$ cat src/rtl/uart_boot_loader.sv
// uart_boot_loader
// Receives a framed program image over an 8N1 UART line and writes it
// word by word into instruction RAM. The core is held in reset until a
// complete image has arrived with a matching XOR checksum.
//
// Frame: 0xA5, LEN_LO, LEN_HI, LEN*4 data bytes (little-endian words), CSUM.
//
// Ports:
//   clk        in   system clock
//   rst        in   asynchronous active-high reset
//   uart_rx    in   serial input, idle high, 8N1, LSB first
//   imem_we    out  instruction RAM write strobe (one-cycle pulse)
//   imem_addr  out  word address of the write
//   imem_wdata out  write data
//   core_hold  out  1 = keep core in reset
//   done       out  image loaded and verified (sticky until rst)
//   err        out  last frame failed (sticky until the next sync byte)
//   word_cnt   out  words written in the current frame
module uart_boot_loader #(
    parameter int CLK_DIV   = 16,
    parameter int ADDR_W    = 10,
    parameter int MAX_WORDS = 1024
) (
    input  logic              clk,
    input  logic              rst,
    input  logic              uart_rx,
    output logic              imem_we,
    output logic [ADDR_W-1:0] imem_addr,
    output logic [31:0]       imem_wdata,
    output logic              core_hold,
    output logic              done,
    output logic              err,
    output logic [15:0]       word_cnt
);

    localparam logic [15:0] HALF_M1   = 16'(CLK_DIV / 2 - 1);
    localparam logic [15:0] FULL_M1   = 16'(CLK_DIV - 1);
    localparam logic [16:0] MAX_LEN   = 17'(MAX_WORDS);
    localparam logic [7:0]  SYNC_BYTE = 8'hA5;

    typedef enum logic [1:0] {RX_IDLE, RX_START, RX_DATA, RX_STOP} rx_state_t;
    typedef enum logic [2:0] {ST_SYNC, ST_LEN0, ST_LEN1, ST_DATA, ST_CSUM, ST_DONE} st_t;

    // Running checksum update: plain XOR of every data byte.
    function automatic logic [7:0] csum_next(input logic [7:0] acc, input logic [7:0] b);
        return acc ^ b;
    endfunction

    logic      rx_meta_r, rx_sync_r, rx_prev_r;
    rx_state_t rx_state_r, rx_state_s;
    logic [15:0] rx_cnt_r;
    logic [2:0]  rx_bit_r;
    logic [7:0]  rx_shift_r;
    logic        rx_tick_s, byte_valid_s, frame_err_s;

    st_t         state_r, state_s;
    logic [15:0] len_r;
    logic [1:0]  byte_idx_r;
    logic [23:0] word_r;
    logic [7:0]  csum_r;
    logic        frame_start_s, len_bad_s, data_byte_s, word_wr_s;
    logic        csum_ok_s, csum_bad_s, ferr_s;

    // Two-flop synchroniser plus one delayed copy for start-edge detection.
    always_ff @(posedge clk or posedge rst) begin
        if (rst) begin
            rx_meta_r <= 1'b1;
            rx_sync_r <= 1'b1;
            rx_prev_r <= 1'b1;
        end else begin
            rx_meta_r <= uart_rx;
            rx_sync_r <= rx_meta_r;
            rx_prev_r <= rx_sync_r;
        end
    end

    // Bit-timer expiry: half a bit in START (mid-start recheck), a full bit after.
    always_comb begin
        rx_tick_s = 1'b0;
        case (rx_state_r)
            RX_START:         rx_tick_s = (rx_cnt_r == HALF_M1);
            RX_DATA, RX_STOP: rx_tick_s = (rx_cnt_r == FULL_M1);
            default:          rx_tick_s = 1'b0;
        endcase
    end

    // UART receiver next-state logic.
    always_comb begin
        rx_state_s = rx_state_r;
        case (rx_state_r)
            RX_IDLE: begin
                if (rx_prev_r && !rx_sync_r) rx_state_s = RX_START;
                else                         rx_state_s = RX_IDLE;
            end
            RX_START: begin
                // Line back high at mid-start means a glitch, not a start bit.
                if (rx_tick_s) rx_state_s = rx_sync_r ? RX_IDLE : RX_DATA;
                else           rx_state_s = RX_START;
            end
            RX_DATA: begin
                if (rx_tick_s && (rx_bit_r == 3'd7)) rx_state_s = RX_STOP;
                else                                 rx_state_s = RX_DATA;
            end
            RX_STOP: begin
                if (rx_tick_s) rx_state_s = RX_IDLE;
                else           rx_state_s = RX_STOP;
            end
            default: rx_state_s = RX_IDLE;
        endcase
    end

    // UART receiver state register.
    always_ff @(posedge clk or posedge rst) begin
        if (rst) rx_state_r <= RX_IDLE;
        else     rx_state_r <= rx_state_s;
    end

    // UART receiver bit timer, bit index and shift register.
    always_ff @(posedge clk or posedge rst) begin
        if (rst) begin
            rx_cnt_r   <= 16'd0;
            rx_bit_r   <= 3'd0;
            rx_shift_r <= 8'd0;
        end else begin
            if ((rx_state_s != rx_state_r) || rx_tick_s) rx_cnt_r <= 16'd0;
            else                                         rx_cnt_r <= rx_cnt_r + 16'd1;
            if (rx_state_r == RX_START) begin
                rx_bit_r <= 3'd0;
            end else if ((rx_state_r == RX_DATA) && rx_tick_s) begin
                rx_shift_r <= {rx_sync_r, rx_shift_r[7:1]};
                rx_bit_r   <= rx_bit_r + 3'd1;
            end else begin
                rx_bit_r <= rx_bit_r;
            end
        end
    end

    assign byte_valid_s = (rx_state_r == RX_STOP) && rx_tick_s && rx_sync_r;
    assign frame_err_s  = (rx_state_r == RX_STOP) && rx_tick_s && !rx_sync_r;

    // Frame FSM next-state logic; a framing error aborts any state but DONE.
    always_comb begin
        state_s = state_r;
        if (frame_err_s && (state_r != ST_DONE)) begin
            state_s = ST_SYNC;
        end else begin
            case (state_r)
                ST_SYNC: begin
                    if (byte_valid_s && (rx_shift_r == SYNC_BYTE)) state_s = ST_LEN0;
                    else                                           state_s = ST_SYNC;
                end
                ST_LEN0: begin
                    if (byte_valid_s) state_s = ST_LEN1;
                    else              state_s = ST_LEN0;
                end
                ST_LEN1: begin
                    if (!byte_valid_s)                               state_s = ST_LEN1;
                    else if ({1'b0, rx_shift_r, len_r[7:0]} > MAX_LEN) state_s = ST_SYNC;
                    else if ({rx_shift_r, len_r[7:0]} == 16'd0)      state_s = ST_CSUM;
                    else                                             state_s = ST_DATA;
                end
                ST_DATA: begin
                    if (byte_valid_s && (byte_idx_r == 2'd3) && ((word_cnt + 16'd1) == len_r))
                        state_s = ST_CSUM;
                    else
                        state_s = ST_DATA;
                end
                ST_CSUM: begin
                    if (byte_valid_s) state_s = (rx_shift_r == csum_r) ? ST_DONE : ST_SYNC;
                    else              state_s = ST_CSUM;
                end
                ST_DONE: state_s = ST_DONE;
                default: state_s = ST_SYNC;
            endcase
        end
    end

    // Frame FSM state register.
    always_ff @(posedge clk or posedge rst) begin
        if (rst) state_r <= ST_SYNC;
        else     state_r <= state_s;
    end

    // Frame FSM output decode: one-cycle strobes for the datapath registers.
    always_comb begin
        ferr_s        = frame_err_s && (state_r != ST_DONE);
        frame_start_s = 1'b0;
        len_bad_s     = 1'b0;
        data_byte_s   = 1'b0;
        word_wr_s     = 1'b0;
        csum_ok_s     = 1'b0;
        csum_bad_s    = 1'b0;
        case (state_r)
            ST_SYNC: frame_start_s = byte_valid_s && (rx_shift_r == SYNC_BYTE);
            ST_LEN1: len_bad_s     = byte_valid_s && ({1'b0, rx_shift_r, len_r[7:0]} > MAX_LEN);
            ST_DATA: begin
                data_byte_s = byte_valid_s;
                word_wr_s   = byte_valid_s && (byte_idx_r == 2'd3);
            end
            ST_CSUM: begin
                csum_ok_s  = byte_valid_s && (rx_shift_r == csum_r);
                csum_bad_s = byte_valid_s && (rx_shift_r != csum_r);
            end
            default: frame_start_s = 1'b0;
        endcase
    end

    // Frame datapath and registered outputs.
    always_ff @(posedge clk or posedge rst) begin
        if (rst) begin
            imem_we    <= 1'b0;
            imem_addr  <= '0;
            imem_wdata <= 32'd0;
            core_hold  <= 1'b1;
            done       <= 1'b0;
            err        <= 1'b0;
            word_cnt   <= 16'd0;
            len_r      <= 16'd0;
            byte_idx_r <= 2'd0;
            word_r     <= 24'd0;
            csum_r     <= 8'd0;
        end else begin
            imem_we <= word_wr_s;
            // Release lags done by one cycle because it follows the registered state.
            core_hold <= (state_r != ST_DONE);
            if (word_wr_s) begin
                imem_addr  <= word_cnt[ADDR_W-1:0];
                imem_wdata <= {rx_shift_r, word_r};
                word_cnt   <= word_cnt + 16'd1;
            end else if (frame_start_s) begin
                word_cnt <= 16'd0;
            end else begin
                word_cnt <= word_cnt;
            end
            if (frame_start_s)                        err <= 1'b0;
            else if (len_bad_s || csum_bad_s || ferr_s) err <= 1'b1;
            else                                      err <= err;
            if (csum_ok_s) done <= 1'b1;
            else           done <= done;
            if ((state_r == ST_LEN0) && byte_valid_s)      len_r[7:0]  <= rx_shift_r;
            else if ((state_r == ST_LEN1) && byte_valid_s) len_r[15:8] <= rx_shift_r;
            else                                           len_r       <= len_r;
            // Partial word is dropped by restarting the byte index.
            if (frame_start_s || ferr_s) begin
                byte_idx_r <= 2'd0;
            end else if (data_byte_s) begin
                byte_idx_r <= byte_idx_r + 2'd1;
                case (byte_idx_r)
                    2'd0:    word_r[7:0]   <= rx_shift_r;
                    2'd1:    word_r[15:8]  <= rx_shift_r;
                    2'd2:    word_r[23:16] <= rx_shift_r;
                    default: word_r        <= word_r;
                endcase
            end else begin
                byte_idx_r <= byte_idx_r;
            end
            if (frame_start_s)    csum_r <= 8'd0;
            else if (data_byte_s) csum_r <= csum_next(csum_r, rx_shift_r);
            else                  csum_r <= csum_r;
        end
    end

endmodule

$ cat config.mk
export PLATFORM = sky130hd
export DESIGN_NAME = uart_boot_loader
export DESIGN_NICKNAME = d
export VERILOG_FILES = /design/src/rtl/uart_boot_loader.sv
export SDC_FILE = /design/constraint.sdc
export NUM_CORES = 1
export LEC_CHECK = 0
export CAP_MARGIN = 25
export CORE_UTILIZATION = 56
export DETAILED_ROUTE_END_ITERATION = 6
export PLACE_DENSITY = 0.89
export SLEW_MARGIN = 0
export SYNTH_ARGS = -nofsm -noshare
export SYNTH_HDL_FRONTEND = slang
export SYNTH_SLANG_ARGS = --single-unit
$ cat constraint.sdc
create_clock -name clk -period 10.9 [get_ports clk]
set_clock_uncertainty 0.2 [all_clocks]
set_input_delay 2.18 -clock clk [delete_from_list [all_inputs] [get_ports clk]]
set_output_delay 2.18 -clock clk [all_outputs]
set_load 0.05 [all_outputs]
==> flow_metrics.tcl, run 1 <==
set metrics [dict create \
    status "completed" \
    gp_congestion 0.881 \
    post-route-period-util_pct 39.2 \
    rsz0062_at_grt "no" \
    syn_avg_cell_area_um2 10.0 \
    area_growth_pct 18.6 \
    seq_area_um2 3680 \
    p_leak_nw 3.95 \
    slew_headroom_pct 39.3 \
    cts_root_buf "clkbuf_16" \
    cp_slowest_cell "clkdlybuf4s50_1" \
    num_vias 5579 \
    synth_edf_count 0 \
    postRouteWirelength_um 16700 \
    critPathMaxFanout 12 \
    synth_ff_type "dfrtp_1" \
    yosysWarnings 0 \
    min_path_type "flop to flop" \
    final_cell_mix "nand2_1, dfrtp_1, clkdlybuf4s50_1" \
    finalSetupTns_ns 0 \
    nets 764 \
    antenna_cells 0 \
    cp_cell_sequence "clkdlybuf4s50_1" \
    portBuffers 64 \
    min_path_cells 0 \
    cpLargestDelayFamily "buffers and inverters" \
    dp_hpwl_um 10600 \
    yosys-top-cells-area "dfrtp_1, nand2_1, mux2_2" \
    max_freq_ghz 0.234 \
    grt_max_degree 95 \
    grtUsageTotal_pct 27.7 \
    hold_violations 0 \
    worstPathBufferInverterCount 1 \
    r2r-end "word_cnt[11]" \
    drive_above_1_share_pct 13.1 \
    post_cts_buffers 0 \
    reg2reg_from "rx_state_r[1]" \
    ys_ff_latch 147 \
    finalMaxSlewViolations 0 \
    drc_errors 0 \
    via_per_inst 5.99 \
    placedCellCount 901 \
    postCtsHoldBufs 0 \
    io_pins 65 \
    die_x_um 114 \
    drtIter0Drc 471 \
    clockBufferDepth 2 \
    critPathArrivalTime_ns 1.90 \
    cts_resized 0 \
    rows 40 \
    ys_seq_area_share_pct 52.2 \
    endpoint_kind "output port" \
    start_util_pct 58.0 \
    crit_path_start_kind "flop" \
    cp.required_ns 8.52 \
    cts_tree "built" \
    synth_top_area_share_pct 50.7 \
    maxCapViolCount 0 \
    die_y_um 114 \
    critical_path.max_stage_delay_ns 0.89 \
    synthDistinctLibCells 59 \
    p_per_area_nw_per_um2 159 \
    synth_area_leader_cell "dfrtp_1" \
    final_common_cell "nand2_1" \
    grt_pass1_wl_um 27600 \
    fillCellCount 846 \
    ant_nets 0 \
    antenna_found_initial 0 \
    cts_sinks 147 \
    syn_inst 705 \
    finalPower_mw 1.33 \
    clk_latency_ns 0.43 \
    cp-startpoint "word_cnt[11]" \
    finalCriticalPeriod_ns 4.28 \
    dpl-instance-area_um2 7760 \
    min_from "rx_meta_r" \
    grt_pass1_vias 5744 \
    stdcell_count 932 \
    worstMarginPinSlew_ns 0.903 \
    cts_buffers 17 \
    design.core.area_um2 12200 \
    worst_r2r_path_depth 6 \
    fin_area_um2 8370 \
    avgRoutedWirePerCell_um 17.9 \
    synth_nets 716 \
    finalSetupViolations 0 \
    async_flop_share_pct 100 \
    holdPathEnd "rx_sync_r" \
    ff2ff_setup_slack_ns 7.62 \
    syn_area_um2 7060 \
    clk_pin_slew_ns 0.06 \
    path_class "flop to output port" \
    cts.htree.levels 4 \
    gr-total-overflow 0 \
    multi_input_area_um2 3140 \
    firstDrtPassIters 5 \
    irDropWorstVdd_v 0.0000973 \
    die_area_um2 13100 \
]
==> Yosys cell counts, types with 12 or more instances <==
cell type / instances
buf_2: 15
clkbuf_1: 22
dfrtp_1: 143
inv_1: 12
mux2_2: 49
nand2_1: 173
nand3_1: 14
nand4_1: 14
nor2_1: 45
nor3_1: 14
nor4_1: 15
o21ai_0: 34
xnor2_1: 21
xor2_1: 23
==> sequential cells by signal, summed over array words and instances (netlist names), 2 cells and up <==
signal / flops
byte_idx_r: 2
imem_wdata: 32
rx_cnt_r: 16
word_r: 24
rx_bit_r: 3
csum_r: 8
imem_addr: 10
word_cnt: 16
rx_shift_r: 8
rx_state_r: 2
len_r: 16
state_r: 3
==> per-stage QoR <==
| step | setup WS [ns] | hold slack [ns] | util, % |
|---|---|---|---|
| 3_5_place_dp | 6.69 | 0.155 | 63.8 |
| 4_1_cts | 6.64 | 0.161 | 68.8 |
| 3_3_place_gp | 6.76 | 0.146 | 63.8 |
| 2_1_floorplan | 4.58 | 0.145 | - |
| 6_report | 6.62 | 0.162 | 68.8 |
| 5_1_grt | 6.58 | 0.162 | 68.8 |
==> how the worst max path moves through the flow <==
stage | endpoint | slack (ns) | cells past startpoint
3_3_place_gp | len_r[14] | 6.76 | 3
3_5_place_dp | len_r[15] | 6.69 | 3
2_1_floorplan | byte_idx_r[0] | 4.58 | 1
4_1_cts | word_cnt[11] | 6.64 | 1
6_report | word_cnt[11] | 6.62 | 1
5_1_grt | word_cnt[11] | 6.58 | 1
==> area by class of cell <==
class	count	area share, %
clock inverter	12	2.14
inverter	13	0.643
sequential	147	44.0
timing repair buffer	69	8.10
tap	168	2.51
clock buffer	18	5.13
multi-input combinational	505	37.5
==> report_power, final <==
part | internal [mW] | switching, mW
combinational | 0.0439 | 0.0745
clock | 0.381 | 0.228
sequential | 0.566 | 0.0407
total | 0.991 | 0.343
==> logic make-up (layout without fill, tap and decap cells) <==
group                      Yosys count  count (layout)  share of synthesized area, %
DFF                                147             147                          52.2
muxes                               53              53                          8.39
xor gates and xnor gates            45              45                          5.78
AOI/OAI and AO/OA                   82              82                          7.39
buffers and inverters               53             112                          3.35
adders and majority gates            9               9                          1.56
and+or+nand+nor                    316             316                          21.3
==> layer usage <==
layer  part of all wire (%)  vias to the layer above  GRT usage, %
li1                       -                     2511             -
met1                     40                     2766          31.9
met4                    3.2                        0          14.9
met2                     51                      251          47.6
met3                    5.9                       51          7.20
met5                      0                        -             0
(Power assumes the default switching activity.)
==> run 2: changes to the inputs <==
- CORE_UTILIZATION: 56 -> 52
- PLACE_DENSITY: 0.89 -> 0.87
- clock period: 10.9 -> 3.5 ns (I/O delays scaled with it)
==> flow_metrics.tcl, run 2 (synthesis gave the netlist of run 1 again) <==
set metrics [dict create \
    die_x_um 119 \
    portBuffers 64 \
    multi_input_area_um2 3140 \
    finalSetupTns_ns 0 \
    use_met1_pct 32.0 \
    via_per_inst 5.82 \
    p_leak_nw 3.96 \
    drive_above_1_share_pct 13.5 \
    seq_area_um2 3680 \
    fillCellCount 994 \
    gr-total-overflow 0 \
    hold_violations 0 \
    cts_sinks 147 \
    cts_root_buf "clkbuf_16" \
    endpoint_kind "flop" \
    rows 42 \
    cts.htree.levels 4 \
    antenna_found_initial 0 \
    min_path_type "flop to flop" \
    postCtsHoldBufs 0 \
    p_per_area_nw_per_um2 477 \
    antenna_cells 0 \
    finalCriticalPeriod_ns 3.04 \
    cp.required_ns 3.64 \
    ant_nets 0 \
    postRouteWirelength_um 16000 \
    regMostFlops "imem_wdata" \
    cp_cell_sequence "nand4_1 -> or4_1 -> nor2_4 -> buf_4 -> o21ai_1 -> a31oi_1" \
    status "completed" \
    final_cell_mix "nand2_1, dfrtp_1, clkdlybuf4s50_1" \
    post_cts_buffers 0 \
    largest_registers "imem_wdata (32), word_r (24)" \
    num_vias 5502 \
    worst_r2r_path_depth 6 \
    firstDrtPassIters 7 \
    reg2reg_from "rx_state_r[1]" \
    die_area_um2 14000 \
    area_growth_pct 19.1 \
    cts_buffers 17 \
    crit_path_start_kind "flop" \
    critPathArrivalTime_ns 3.17 \
    die_y_um 119 \
    busiest_layer "met2" \
    drtIter0Drc 501 \
    start_util_pct 53.3 \
    post-route-period-util_pct 86.7 \
    cp-startpoint "rx_state_r[1]" \
    io_pins 65 \
    clk_pin_slew_ns 0.05 \
    gr-usage-met3_pct 6.03 \
    max_freq_ghz 0.329 \
    maxCapViolCount 0 \
    worstMarginPinSlew_ns 0.875 \
    cpLargestDelayFamily "simple AND/OR/NAND/NOR gates" \
    critPathMaxFanout 29 \
    path_class "flop to flop" \
    largest_register_ffs 32 \
    cts_tree "built" \
    drc_errors 0 \
    final_common_cell "nand2_1" \
    irDropWorstVdd_v 0.000459 \
    nets 767 \
    cts_resized 0 \
    finalMaxSlewViolations 0 \
    grtUsageMet2_pct 37.9 \
    clk_latency_ns 0.42 \
    grt_max_degree 82 \
    design.core.area_um2 13200 \
    finalSetupViolations 0 \
    slew_headroom_pct 41.2 \
    rsz0062_at_grt "no" \
    grt_pass1_wl_um 26200 \
    grt_pass1_vias 5189 \
    dp_hpwl_um 10200 \
    clockBufferDepth 2 \
    gp_congestion 0.903 \
    worstPathBufferInverterCount 1 \
    avgRoutedWirePerCell_um 16.9 \
    min_path_cells 0 \
    min_from "rx_meta_r" \
    critical_path.max_stage_delay_ns 0.84 \
    cp_slowest_cell "or4_1" \
    cp.depth 6 \
    grtUsageTotal_pct 24.2 \
    finalPower_mw 4.01 \
]
==> run 2: cell types whose count changed in the layout (fill, tap and decap cells not counted) <==
cell / before / now
buf_12: 0 / 2
buf_4: 5 / 6
bufinv_16: 4 / 1
clkbuf_1: 1 / 2
clkbuf_8: 0 / 6
clkinv_4: 0 / 1
clkinvlp_4: 3 / 4
inv_6: 4 / 0
==> run 2: routing by layer <==
metal	up-vias	routed length, um	share of wire [%]
met2	223	7820	49
met5	-	0	0
met3	37	926	5.8
li1	2523	-	-
met4	0	362	2.3
met1	2719	6870	43
==> run 2: final timing paths <==
kind / end / slack (ns)
max: word_cnt[11] / 0.46
min: rx_sync_r / 0.15
max reg2reg: word_cnt[11] / 0.46
min reg2reg: rx_sync_r / 0.15
max in group asynchronous: rx_prev_r / 1.83
min in group asynchronous: csum_r[4] / 0.47
==> run 2: cell type report <==
class / instances / share of cell area (%)
clock buffer: 25 / 6.13
timing repair buffer: 72 / 8.63
inverter: 13 / 0.625
clock inverter: 7 / 0.848
multi-input combinational: 505 / 37.3
tap: 176 / 2.62
sequential: 147 / 43.8
==> run 2: where the power goes <==
part           leakage [nW]  internal [mW]  switching [mW]  total, mW
Sequential             2.02           1.76           0.123       1.89
Clock                 0.282           1.09           0.671       1.76
Combinational          1.66          0.141           0.223      0.364
Total                  3.96           2.99            1.02       4.01
==> run 2: stage by stage <==
step           setup slack (ns)  instance area, um^2  utilization [%]  instances  hold WS (ns)
5_1_grt                   0.287                 8410             63.5        945         0.162
6_report                  0.465                 8410             63.5        945         0.154
4_1_cts                   0.508                 8410             63.5        945         0.155
2_1_floorplan             0.756                 7060                -        705         0.145
3_3_place_gp              0.617                 7820             59.1        913         0.146
3_5_place_dp              0.576                 7820             59.1        913         0.147
==> run 3: changes to the inputs <==
- clock period: 3.5 -> 2.5 ns (I/O delays scaled with it)
==> flow_metrics.tcl, run 3 (synthesis gave the netlist of run 1 again) <==
set metrics [dict create \
    rows 42 \
    dp_hpwl_um 11200 \
    largest_register_ffs 32 \
    start_util_pct 53.3 \
    endpoint_kind "flop" \
    grt_pass1_vias 5856 \
    fin_area_um2 9160 \
    fillCellCount 884 \
    dpl-instance-area_um2 8270 \
    worstMarginPinSlew_ns 0.596 \
    cts_buffers 17 \
    clk_pin_slew_ns 0.06 \
    stdcell_count 1008 \
    regMostFlops "imem_wdata" \
    clk_latency_ns 0.43 \
    nets 831 \
    antenna_found_initial 0 \
    rsz0062_at_grt "yes" \
    worst_r2r_path_depth 7 \
    postRouteWirelength_um 18500 \
    ant_nets 0 \
    avgRoutedWirePerCell_um 18.3 \
    cp.required_ns 2.63 \
    sw_frac_of_total_pct 24.7 \
    num_vias 5938 \
    area_growth_pct 29.8 \
    gr-total-overflow 0 \
    finalPower_mw 6.01 \
    design.core.area_um2 13200 \
    critPathArrivalTime_ns 2.68 \
    placement.setup.worst_slack_ns -0.00123 \
    finalCriticalPeriod_ns 2.54 \
    final_cell_mix "nand2_1, dfrtp_1, buf_4" \
    min_from "rx_meta_r" \
    maxCapViolCount 0 \
    crit_path_start_kind "flop" \
    grt_pass1_wl_um 28900 \
    irDropWorstVdd_v 0.000487 \
    utilization_pct 69.2 \
    r2r-end "word_cnt[7]" \
    portBuffers 64 \
    postCtsHoldBufs 0 \
    drive_above_1_share_pct 25.0 \
    path_class "flop to flop" \
    reg2reg_from "rx_cnt_r[14]" \
    placedCellCount 967 \
    largest_registers "imem_wdata (32), word_r (24)" \
    finalSetupTns_ns -0.0584 \
    finalMaxSlewViolations 0 \
    cts_sinks 147 \
    critPathMaxFanout 4 \
    slew_headroom_pct 60.2 \
    clkPwrFrac_pct 45.0 \
    holdPathEnd "rx_sync_r" \
    power_switching_mw 1.48 \
    drtIter0Drc 628 \
    antenna_cells 0 \
    hold_ws_ns 0.156 \
    grt_max_degree 113 \
    min_path_cells 0 \
    status "complete, but fails checks" \
    ff2ff_setup_slack_ns -0.04 \
    firstDrtPassIters 5 \
    io_pins 65 \
    drc_errors 0 \
    cts.htree.levels 4 \
    via_per_inst 5.89 \
    cts_tree "built" \
    combPwrFrac_pct 12.6 \
    post-route-period-util_pct 102 \
    sequentialPowerShare_pct 42.4 \
    die_area_um2 14000 \
    failed_checks "negative setup slack" \
    gp_congestion 0.915 \
    cts_root_buf "clkbuf_16" \
    clockBufferDepth 2 \
    max_freq_ghz 0.393 \
    grtUsageTotal_pct 26.8 \
    p_per_area_nw_per_um2 656 \
    min_path_type "flop to flop" \
    setup_ws_ns -0.0437 \
    final_common_cell "nand2_1" \
    die_y_um 119 \
    finalSetupViolations 3 \
    p_int_mw 4.53 \
    p_leak_nw 4.41 \
    hold_violations 0 \
    die_x_um 119 \
]
[run 3: changes by cell type in the layout (fill, tap and decap cells not counted), moves of 7 or more]
cell / delta
o21ai_0: -7
dfrtp_2: +12
nand2_2: +7
nand2_1: -7
buf_4: +55
dfrtp_1: -12
[run 3: worst max path at each step]
stage                     depth (start not counted)         start  slack (ns)      endpoint
after floorplan                                   1           rst       -0.20   word_cnt[0]
after global placement                            7   rx_cnt_r[4]        0.09      len_r[7]
after detailed placement                          8   rx_cnt_r[4]      -0.001  word_cnt[15]
after CTS                                         2  word_cnt[10]        0.01  word_cnt[10]
after global routing                              7   rx_cnt_r[4]        -0.1   word_cnt[7]
final                                             7  rx_cnt_r[14]       -0.04   word_cnt[7]
[run 3: area by class of cell]
| type | count | area (um^2) | area share (%) |
|---|---|---|---|
| clock buffers | 20 | 437 | 4.77 |
| well taps | 176 | 220 | 2.40 |
| repair buffers | 136 | 1270 | 13.8 |
| inverters | 13 | 56.3 | 0.615 |
| flip-flops and latches | 147 | 3700 | 40.4 |
| multi-input cells | 505 | 3300 | 36.0 |
| clock inverters | 11 | 185 | 2.02 |
[run 3: power by group through the flow]
| stage | combinational, mW | clock (mW) | sequential (mW) |
|---|---|---|---|
| after CTS | 0.730 | 2.73 | 2.55 |
| after global placement | 0.691 | 0 | 2.58 |
| after floorplan | 0.454 | 0 | 2.60 |
| after global routing | 0.828 | 2.85 | 2.56 |
| final | 0.756 | 2.71 | 2.55 |
| after detailed placement | 0.712 | 0 | 2.59 |
[run 3: per-layer routing]
layer	GRT usage [%]	part of all wire, %
met1	32.6	39
met2	44.2	51
met5	0	0
met3	6.23	5.3
met4	14.6	4.7
[run 3: critical path: stages (launching register included)]
cell and delay [ns]:
dfrtp_1 0.43, nor4_2 0.38, nand4_4 0.19, or4_4 0.56
nor2_4 0.25, buf_6 0.16, nand2_1 0.08, mux2i_1 0.20
[run 3: timing repair]
action / 4_1_cts / 5_1_grt
pin swaps: 2 / 16
cloned: 0 / 1
setup endpoints to repair: 64 / 109
resized for setup: 10 / 49
buffers inserted: 3 / 6
